==> src/rtl/uart_tx_fifo.sv <==
// Buffered UART transmitter: words queue in a circular FIFO and are sent LSB-first
// with configurable data width, parity and stop bits at CLK_FREQ/BAUD clocks per bit.
module uart_tx_fifo #(
    parameter int CLK_FREQ  = 100_000_000,
    parameter int BAUD      = 9600,
    parameter int DATA_BITS = 8,
    parameter int PARITY    = 0,
    parameter int STOP_BITS = 1,
    parameter int DEPTH     = 16
) (
    input  logic                     clk,
    input  logic                     rst,
    input  logic                     wr_en,
    input  logic [DATA_BITS-1:0]     wr_data,
    output logic                     full,
    output logic                     empty,
    output logic [$clog2(DEPTH):0]   level,
    output logic                     busy,
    output logic                     tx
);
    localparam int DIV = CLK_FREQ / BAUD;
    localparam int AW  = $clog2(DEPTH);
    localparam int CW  = $clog2(DIV);

    typedef enum logic [2:0] {IDLE, START, DATA, PAR, STOP} state_t;

    logic [DATA_BITS-1:0] mem [DEPTH];
    logic [AW:0]          wr_ptr;
    logic [AW:0]          rd_ptr;
    logic                 push;
    logic                 pop;

    state_t               state;
    state_t               state_nxt;
    logic [CW-1:0]        baud_cnt;
    logic [CW-1:0]        baud_cnt_nxt;
    logic [2:0]           bit_cnt;
    logic [2:0]           bit_cnt_nxt;
    logic [DATA_BITS-1:0] shreg;
    logic [DATA_BITS-1:0] shreg_nxt;
    logic                 par_bit;
    logic                 par_bit_nxt;
    logic                 tx_nxt;
    logic                 bit_end;
    logic                 load;

    function automatic logic parity_of(input logic [DATA_BITS-1:0] w);
        return (^w) ^ (PARITY == 1);
    endfunction

    // Occupancy decoded from the extra pointer bit, so full is known before any pop.
    assign level = wr_ptr - rd_ptr;
    assign empty = (wr_ptr == rd_ptr);
    assign full  = (wr_ptr[AW] != rd_ptr[AW]) && (wr_ptr[AW-1:0] == rd_ptr[AW-1:0]);
    assign push  = wr_en && !full;
    assign busy  = (state != IDLE);

    always_ff @(posedge clk or negedge rst) begin
        if (!rst) begin
            wr_ptr <= '0;
            rd_ptr <= '0;
        end else begin
            if (push) wr_ptr <= wr_ptr + (AW+1)'(1);
            if (pop)  rd_ptr <= rd_ptr + (AW+1)'(1);
        end
    end

    always_ff @(posedge clk) begin
        if (push) mem[wr_ptr[AW-1:0]] <= wr_data;
    end

    assign bit_end = (baud_cnt == CW'(DIV - 1));

    always_comb begin
        state_nxt    = state;
        baud_cnt_nxt = bit_end ? '0 : baud_cnt + CW'(1);
        bit_cnt_nxt  = bit_cnt;
        shreg_nxt    = shreg;
        par_bit_nxt  = par_bit;
        tx_nxt       = tx;
        load         = 1'b0;
        pop          = 1'b0;
        case (state)
            IDLE: begin
                baud_cnt_nxt = '0;
                tx_nxt       = 1'b1;
                load         = !empty;
            end
            START: if (bit_end) begin
                tx_nxt      = shreg[0];
                bit_cnt_nxt = '0;
                state_nxt   = DATA;
            end
            DATA: if (bit_end) begin
                shreg_nxt = shreg >> 1;
                if (bit_cnt == 3'(DATA_BITS - 1)) begin
                    bit_cnt_nxt = '0;
                    if (PARITY != 0) begin
                        tx_nxt    = par_bit;
                        state_nxt = PAR;
                    end else begin
                        tx_nxt    = 1'b1;
                        state_nxt = STOP;
                    end
                end else begin
                    bit_cnt_nxt = bit_cnt + 3'd1;
                    tx_nxt      = shreg[1];
                end
            end
            PAR: if (bit_end) begin
                tx_nxt    = 1'b1;
                state_nxt = STOP;
            end
            STOP: if (bit_end) begin
                if (bit_cnt == 3'(STOP_BITS - 1)) begin
                    if (!empty) load = 1'b1;
                    else        state_nxt = IDLE;
                end else begin
                    bit_cnt_nxt = bit_cnt + 3'd1;
                end
            end
            default: state_nxt = IDLE;
        endcase
        // A pop always starts a start bit on the same edge, from IDLE or back-to-back.
        if (load) begin
            pop          = 1'b1;
            shreg_nxt    = mem[rd_ptr[AW-1:0]];
            par_bit_nxt  = parity_of(mem[rd_ptr[AW-1:0]]);
            tx_nxt       = 1'b0;
            baud_cnt_nxt = '0;
            state_nxt    = START;
        end
    end

    always_ff @(posedge clk or negedge rst) begin
        if (!rst) begin
            state    <= IDLE;
            baud_cnt <= '0;
            bit_cnt  <= '0;
            tx       <= 1'b1;
        end else begin
            state    <= state_nxt;
            baud_cnt <= baud_cnt_nxt;
            bit_cnt  <= bit_cnt_nxt;
            tx       <= tx_nxt;
        end
    end

    always_ff @(posedge clk) begin
        shreg   <= shreg_nxt;
        par_bit <= par_bit_nxt;
    end

endmodule

==> config.mk <==
export PLATFORM = sky130hd
export DESIGN_NAME = uart_tx_fifo
export DESIGN_NICKNAME = d
export VERILOG_FILES = /design/src/rtl/uart_tx_fifo.sv
export SDC_FILE = /design/constraint.sdc
export NUM_CORES = 1
export LEC_CHECK = 0
export BUFFER_PORTS_ARGS = -buffer_cell sky130_fd_sc_hd__clkbuf_2
export CORE_UTILIZATION = 65
export DETAILED_ROUTE_END_ITERATION = 10
export PLACE_DENSITY = 0.85
export RECOVER_POWER = 100
export SLEW_MARGIN = 15
export SYNTH_ARGS = -nofsm -noshare
export SYNTH_HDL_FRONTEND = slang
export SYNTH_SLANG_ARGS = --single-unit
==> constraint.sdc <==
create_clock -name clk -period 5.5 [get_ports clk]
set_input_delay 0.55 -clock clk [delete_from_list [all_inputs] [get_ports clk]]
set_output_delay 0.55 -clock clk [all_outputs]
set_load 0.02 [all_outputs]
Word level (Yosys, flattened, before mapping):

Memories as Yosys holds them, arrays and structs flattened.
Index checks and enable logic that the tools add are counted.

* output and inout bits: 9
* logic and storage cells: 83
* memories kept: 1
* input port bits: 11
* register bits after elaboration: 39
* RAM bits: 128

* add/sub/neg operators: 5
* equality and inequality tests: 21
* reductions and logical operators: 15
* mux-type cells: 34

Memories
* mem: words 16, width 8, rd ports 1, clocked after memory_dff 0, write ports 1, line 27 `logic [DATA_BITS-1:0] mem [DEPTH];`

Operators by type and width (count)
* 14-bit 2-to-1 mux: 3
* 3-bit 2-to-1 mux: 13
* 8-bit 2-to-1 mux: 3
* 3-bit inequality test, second input constant: 7
* 3-bit one-hot mux with 5 select lines: 1
* 14-bit by 1-bit adder with 14-bit output, second input constant: 1
* 14-bit == test, second input constant: 1
* 1-bit 2-to-1 mux: 11
* 5-bit by 1-bit adder with 5-bit output, second input constant: 2
* 2-bit inequality test, second input constant: 5
* 3-bit one-hot mux with 3 select lines: 1
* 8-bit AND reduction: 1
* 3-bit by 2-bit == test with 1-bit output, second input constant: 2
* 3-bit == test, second input constant: 2
* 3-bit logical NOT: 2
* 3-bit nonzero test: 2
* 5-bit == test: 1
* 5-bit AND reduction: 1
* 5-bit nonzero test: 1
* 5-bit subtractor: 1
* 4-bit == test: 1
* 1-bit one-hot mux with 4 select lines: 1
* 4-bit AND reduction: 1
* 2-bit nonzero test: 2
* other kinds (7): 9

Longest topological paths before layout:

* word-level depth: 7
* gate-level depth with buffers: 10
* mapped depth without buffers: 7

Least setup slack after synthesis:

OpenSTA, ideal clock, no wires.

* path type: reg-to-reg
* from: register rd_ptr[0]
* to: register shreg[0] (data pin)
* setup time: 0.260 ns
* cell stages (with the launch flop): 6
* period minus slack after synthesis: 2.775 ns
* arrival time: 2.515 ns
* required time: 5.240 ns
* path slack: 2.725 ns
* buffers on the path: 2
* cells stage by stage: dfrtp_1 -> clkbuf_1 -> buf_1 -> mux4_2 -> mux4_2 -> mux2_2

* word-level cells in the longest chain between the ends: 6
* elaborated cells on any way between the ends: 8
* classes of those cells: eq/ne: 1; mux: 5; reduce/logical: 1; memory: 1

Ends and longest elaborated chain
* start: declaration: line 29 `logic [AW:0] rd_ptr;`
* start signal: assignment: line 64 `if (pop) rd_ptr <= rd_ptr + (AW+1)'(1);`
* 5-bit == test: line 53 `assign empty = (wr_ptr == rd_ptr);`
* 1-bit 2-to-1 mux: line 116 `if (!empty) load = 1'b1;`
* 1-bit 2-to-1 mux: line 115 `if (bit_cnt == 3'(STOP_BITS - 1)) begin`
* 1-bit 2-to-1 mux: line 114 `STOP: if (bit_end) begin`
* 1-bit one-hot mux with 2 select lines: line 83 `case (state)`
* 8-bit 2-to-1 mux *: line 125 `if (load) begin`
* net shreg_nxt[0]: line 40 `logic [DATA_BITS-1:0] shreg_nxt;`
* end signal: assignment: line 150 `shreg <= shreg_nxt;`
* end: declaration: line 39 `logic [DATA_BITS-1:0] shreg;`

Mark *: on every way through the listed nets, which the timed path passes. The rest lies on a longest branch.
A chain may end at the register's enable or synchronous reset.

Worst setup path after layout:

* from: register rd_ptr[0]
* to: register shreg[1], enable pin

* word-level cells in the longest chain between the ends: 7
* elaborated cells on any way between the ends: 9
* classes of those cells: eq/ne: 1; mux: 4; reduce/logical: 4

Ends and longest elaborated chain (line)
* 5-bit == test *: 53
* 1-bit 2-to-1 mux: 116
* 1-bit 2-to-1 mux: 115
* 1-bit 2-to-1 mux: 114
* 1-bit one-hot mux with 2 select lines *: 83
* 2-bit nonzero test (no line)
* 2-bit AND reduction (no line) *

Every way passes the cells marked *; elsewhere a longest branch is shown, timed or not.

==> flow_metrics.tcl <==
set metrics [dict create \
    hold_violations 0 \
    required_ps 5660 \
    ys_seq_elements 167 \
    worst_pin_slew_ps 1632 \
    synth_flop_cell "edfxtp_1" \
    grtUsageMet2_pct 41.00 \
    synth_xor_xnor_area_share_pct 2.973 \
    gp_congestion 0.7731 \
    static-leakage-power_nw 2.701 \
    n_antenna_cell 0 \
    timing.rr.end "shreg[1]" \
    syn_area_um2 7071 \
    skew_ps 12.15 \
    yosys_warnings 0 \
    synth_top_area_share_pct 57.76 \
    layout-drive-gt1-share_pct 19.44 \
    holdWs_ps 430.0 \
    reg2reg_depth 6 \
    slew-limit-headroom_pct -8.776 \
    final_cell_area_um2 7769 \
    r2r_slack_ps 2050 \
    dpl.hpwl_mm 8.577 \
    clk_latency_ps 530 \
    seqCellArea_um2 4862 \
    cts_setup_buffers 0 \
    dp_slack_ps 2208 \
    drt_iter0_markers 334 \
    synth.distinct_cells 49 \
    h-tree-depth 4 \
    vdd_ir_drop_max_v 0.0003498 \
    synthArstFlopShare_pct 18.56 \
    grt_max_degree 37 \
    slowest_stage "o41ai_4" \
    cp-end-kind "flop" \
    synth_fa_ha_area_share_pct 2.584 \
    synth_top_family_by_area "multiplexers" \
    status "finished, violations left" \
    grt_pass1_vias 3736 \
    grt_overflow_total 0 \
    crit_family "compound AO/OA/AOI/OAI gates" \
    cts_tree "done" \
    dr_total_vias 3615 \
    grt_util_all_layers_pct 26.83 \
    crit_buf_inv 1 \
    core_um2 10420 \
    multi_input_area_um2 2062 \
    clk_pin_slew_ps 60 \
    place_area_um2 7264 \
    cts_resized 0 \
    postCtsHoldBufs 0 \
    crit_chain "buf_4 -> ha_1 -> nand4_1 -> nor2_1 -> o41ai_4 -> or2_0" \
    cts_buffers 17 \
    final_nets 447 \
    num_rows 37 \
    final_common_cell "edfxtp_1" \
    synth-compound-area-share_pct 2.389 \
    path_class "flop to flop" \
    final_cell_mix "edfxtp_1, mux4_2, dfrtp_1, nor2_1, clkbuf_1" \
    rsz0062_at_grt "no" \
    synth-simple-area-share_pct 6.813 \
    ys_top_cells_by_area "edfxtp_1, mux4_2, dfrtp_1" \
    io_pins 20 \
    routed_wl_mm 13.41 \
    critPathMaxStageDelay_ps 920 \
    syn_avg_cell_area_um2 17.72 \
    place.port_buffers 19 \
    clk_path_buf_depth 2 \
    postSynthCellCount 399 \
    synth_nets 424 \
    wire_per_inst_um 23.60 \
    area_growth_pct 9.874 \
    drv_slew 32 \
    antenna_left 0 \
    power_density_nw_per_um2 536.1 \
    drv_cap 1 \
    initial_core_util_pct 67.88 \
    critPathArrivalTime_ps 3610 \
    die_y_um 106.3 \
    vias_per_cell 6.364 \
    first_pass_iters 4 \
    die_w_um 106.3 \
    grt-busiest-layer "met2" \
    hp-class "primary input to asynchronous set/reset pin" \
    fill_cells 603 \
    dieArea_um2 11300 \
    fin_crit_ps 3455 \
    power.total_mw 4.165 \
    setup_viol 0 \
    worstPathMaxFanout 36 \
    clkSinkCount 167 \
    violations "capacitance limit, slew limit" \
    critPathLaunchType "flop" \
    grt_pass1_wl_mm 21.01 \
    use_met3_pct 8.706 \
    ys_seq_area_share_pct 68.75 \
    synth_edf_count 136 \
    rr_startpoint "rd_ptr[0]" \
    setup_ws_ps 2045 \
    grtUsageMet1_pct 35.68 \
    synthMuxAreaShare_pct 14.46 \
    tns_ps 0 \
    yosysTopAreaCell "edfxtp_1" \
    drc 0 \
    clk_root_buffer_cell "clkbuf_8" \
    antenna_found_initial 0 \
    fmax_ghz 0.2894 \
    finalCritPeriodShare_pct 62.82 \
]
-- cell usage after synthesis, types with 3 or more instances --
cell and n:
nand3_1 3, nor3_1 3, nor3b_1 3, and3_1 9, clkbuf_1 10, ha_1 13
mux2_2 8, and2_1 4, mux4_2 40, nand2b_1 3, xor2_1 10, edfxtp_1 136
dfrtp_1 30, o21ai_0 8, xnor2_1 14, nand2_1 12, nand4_1 9, a21oi_1 6
inv_1 14, nor2_1 22, and4_1 5
-- worst max-delay path by stage --
stage / startpoint / endpoint / slack, ps / cells past startpoint
6_report: rd_ptr[0] / shreg[1] / 2050 / 6
5_1_grt: rd_ptr[0] / shreg[0] / 1810 / 6
4_1_cts: rd_ptr[0] / level[4] / 2210 / 8
3_5_place_dp: rd_ptr[0] / state[1] / 2210 / 7
3_3_place_gp: rd_ptr[0] / state[1] / 2330 / 7
2_1_floorplan: rd_ptr[0] / shreg[0] / 2720 / 5
-- cell families after synthesis --
family | after synthesis
AO/OA/AOI/OAI | 24
XOR/XNOR | 24
adder cells (fa/ha/maj) | 14
buffers and inverters | 32
flip-flops | 167
multiplexers | 51
AND/OR/NAND/NOR | 87
-- routing by layer --
| layer | wire length, µm | vias up |
|---|---|---|
| met5 | 0 | - |
| met4 | 227 | 0 |
| met3 | 966 | 21 |
| met2 | 6740 | 143 |
| met1 | 5471 | 1852 |
| li1 | - | 1599 |
-- final cells by class --
cell class              count  area share, %
multi-input cells         200          26.54
inverters                  15         0.7248
flip-flops and latches    167          62.59
clock buffers              19          5.428
well taps                 136          2.190
repair buffers             21          1.127
clock inverters            10          1.401
-- through the flow --
step | utilization [%] | instances
3_5_place_dp | 69.74 | 539
5_1_grt | 74.58 | 568
3_3_place_gp | 69.74 | 539
2_1_floorplan | - | 399
4_1_cts | 74.83 | 568
6_report | 74.58 | 568
-- report_power, final --
part,switching [mW],total (mW),internal [mW]
logic,0.738,1.34,0.604
clock network,0.448,1.08,0.633
registers,0.151,1.74,1.59
total,1.34,4.17,2.83
-- sequential cells by signal, summed over array words and instances (netlist names) --
name,count
state,3
wr_ptr,5
shreg,8
mem,128
baud_cnt,14
tx,1
bit_cnt,3
rd_ptr,5
Note: power is estimated with default switching activity, not from simulation.
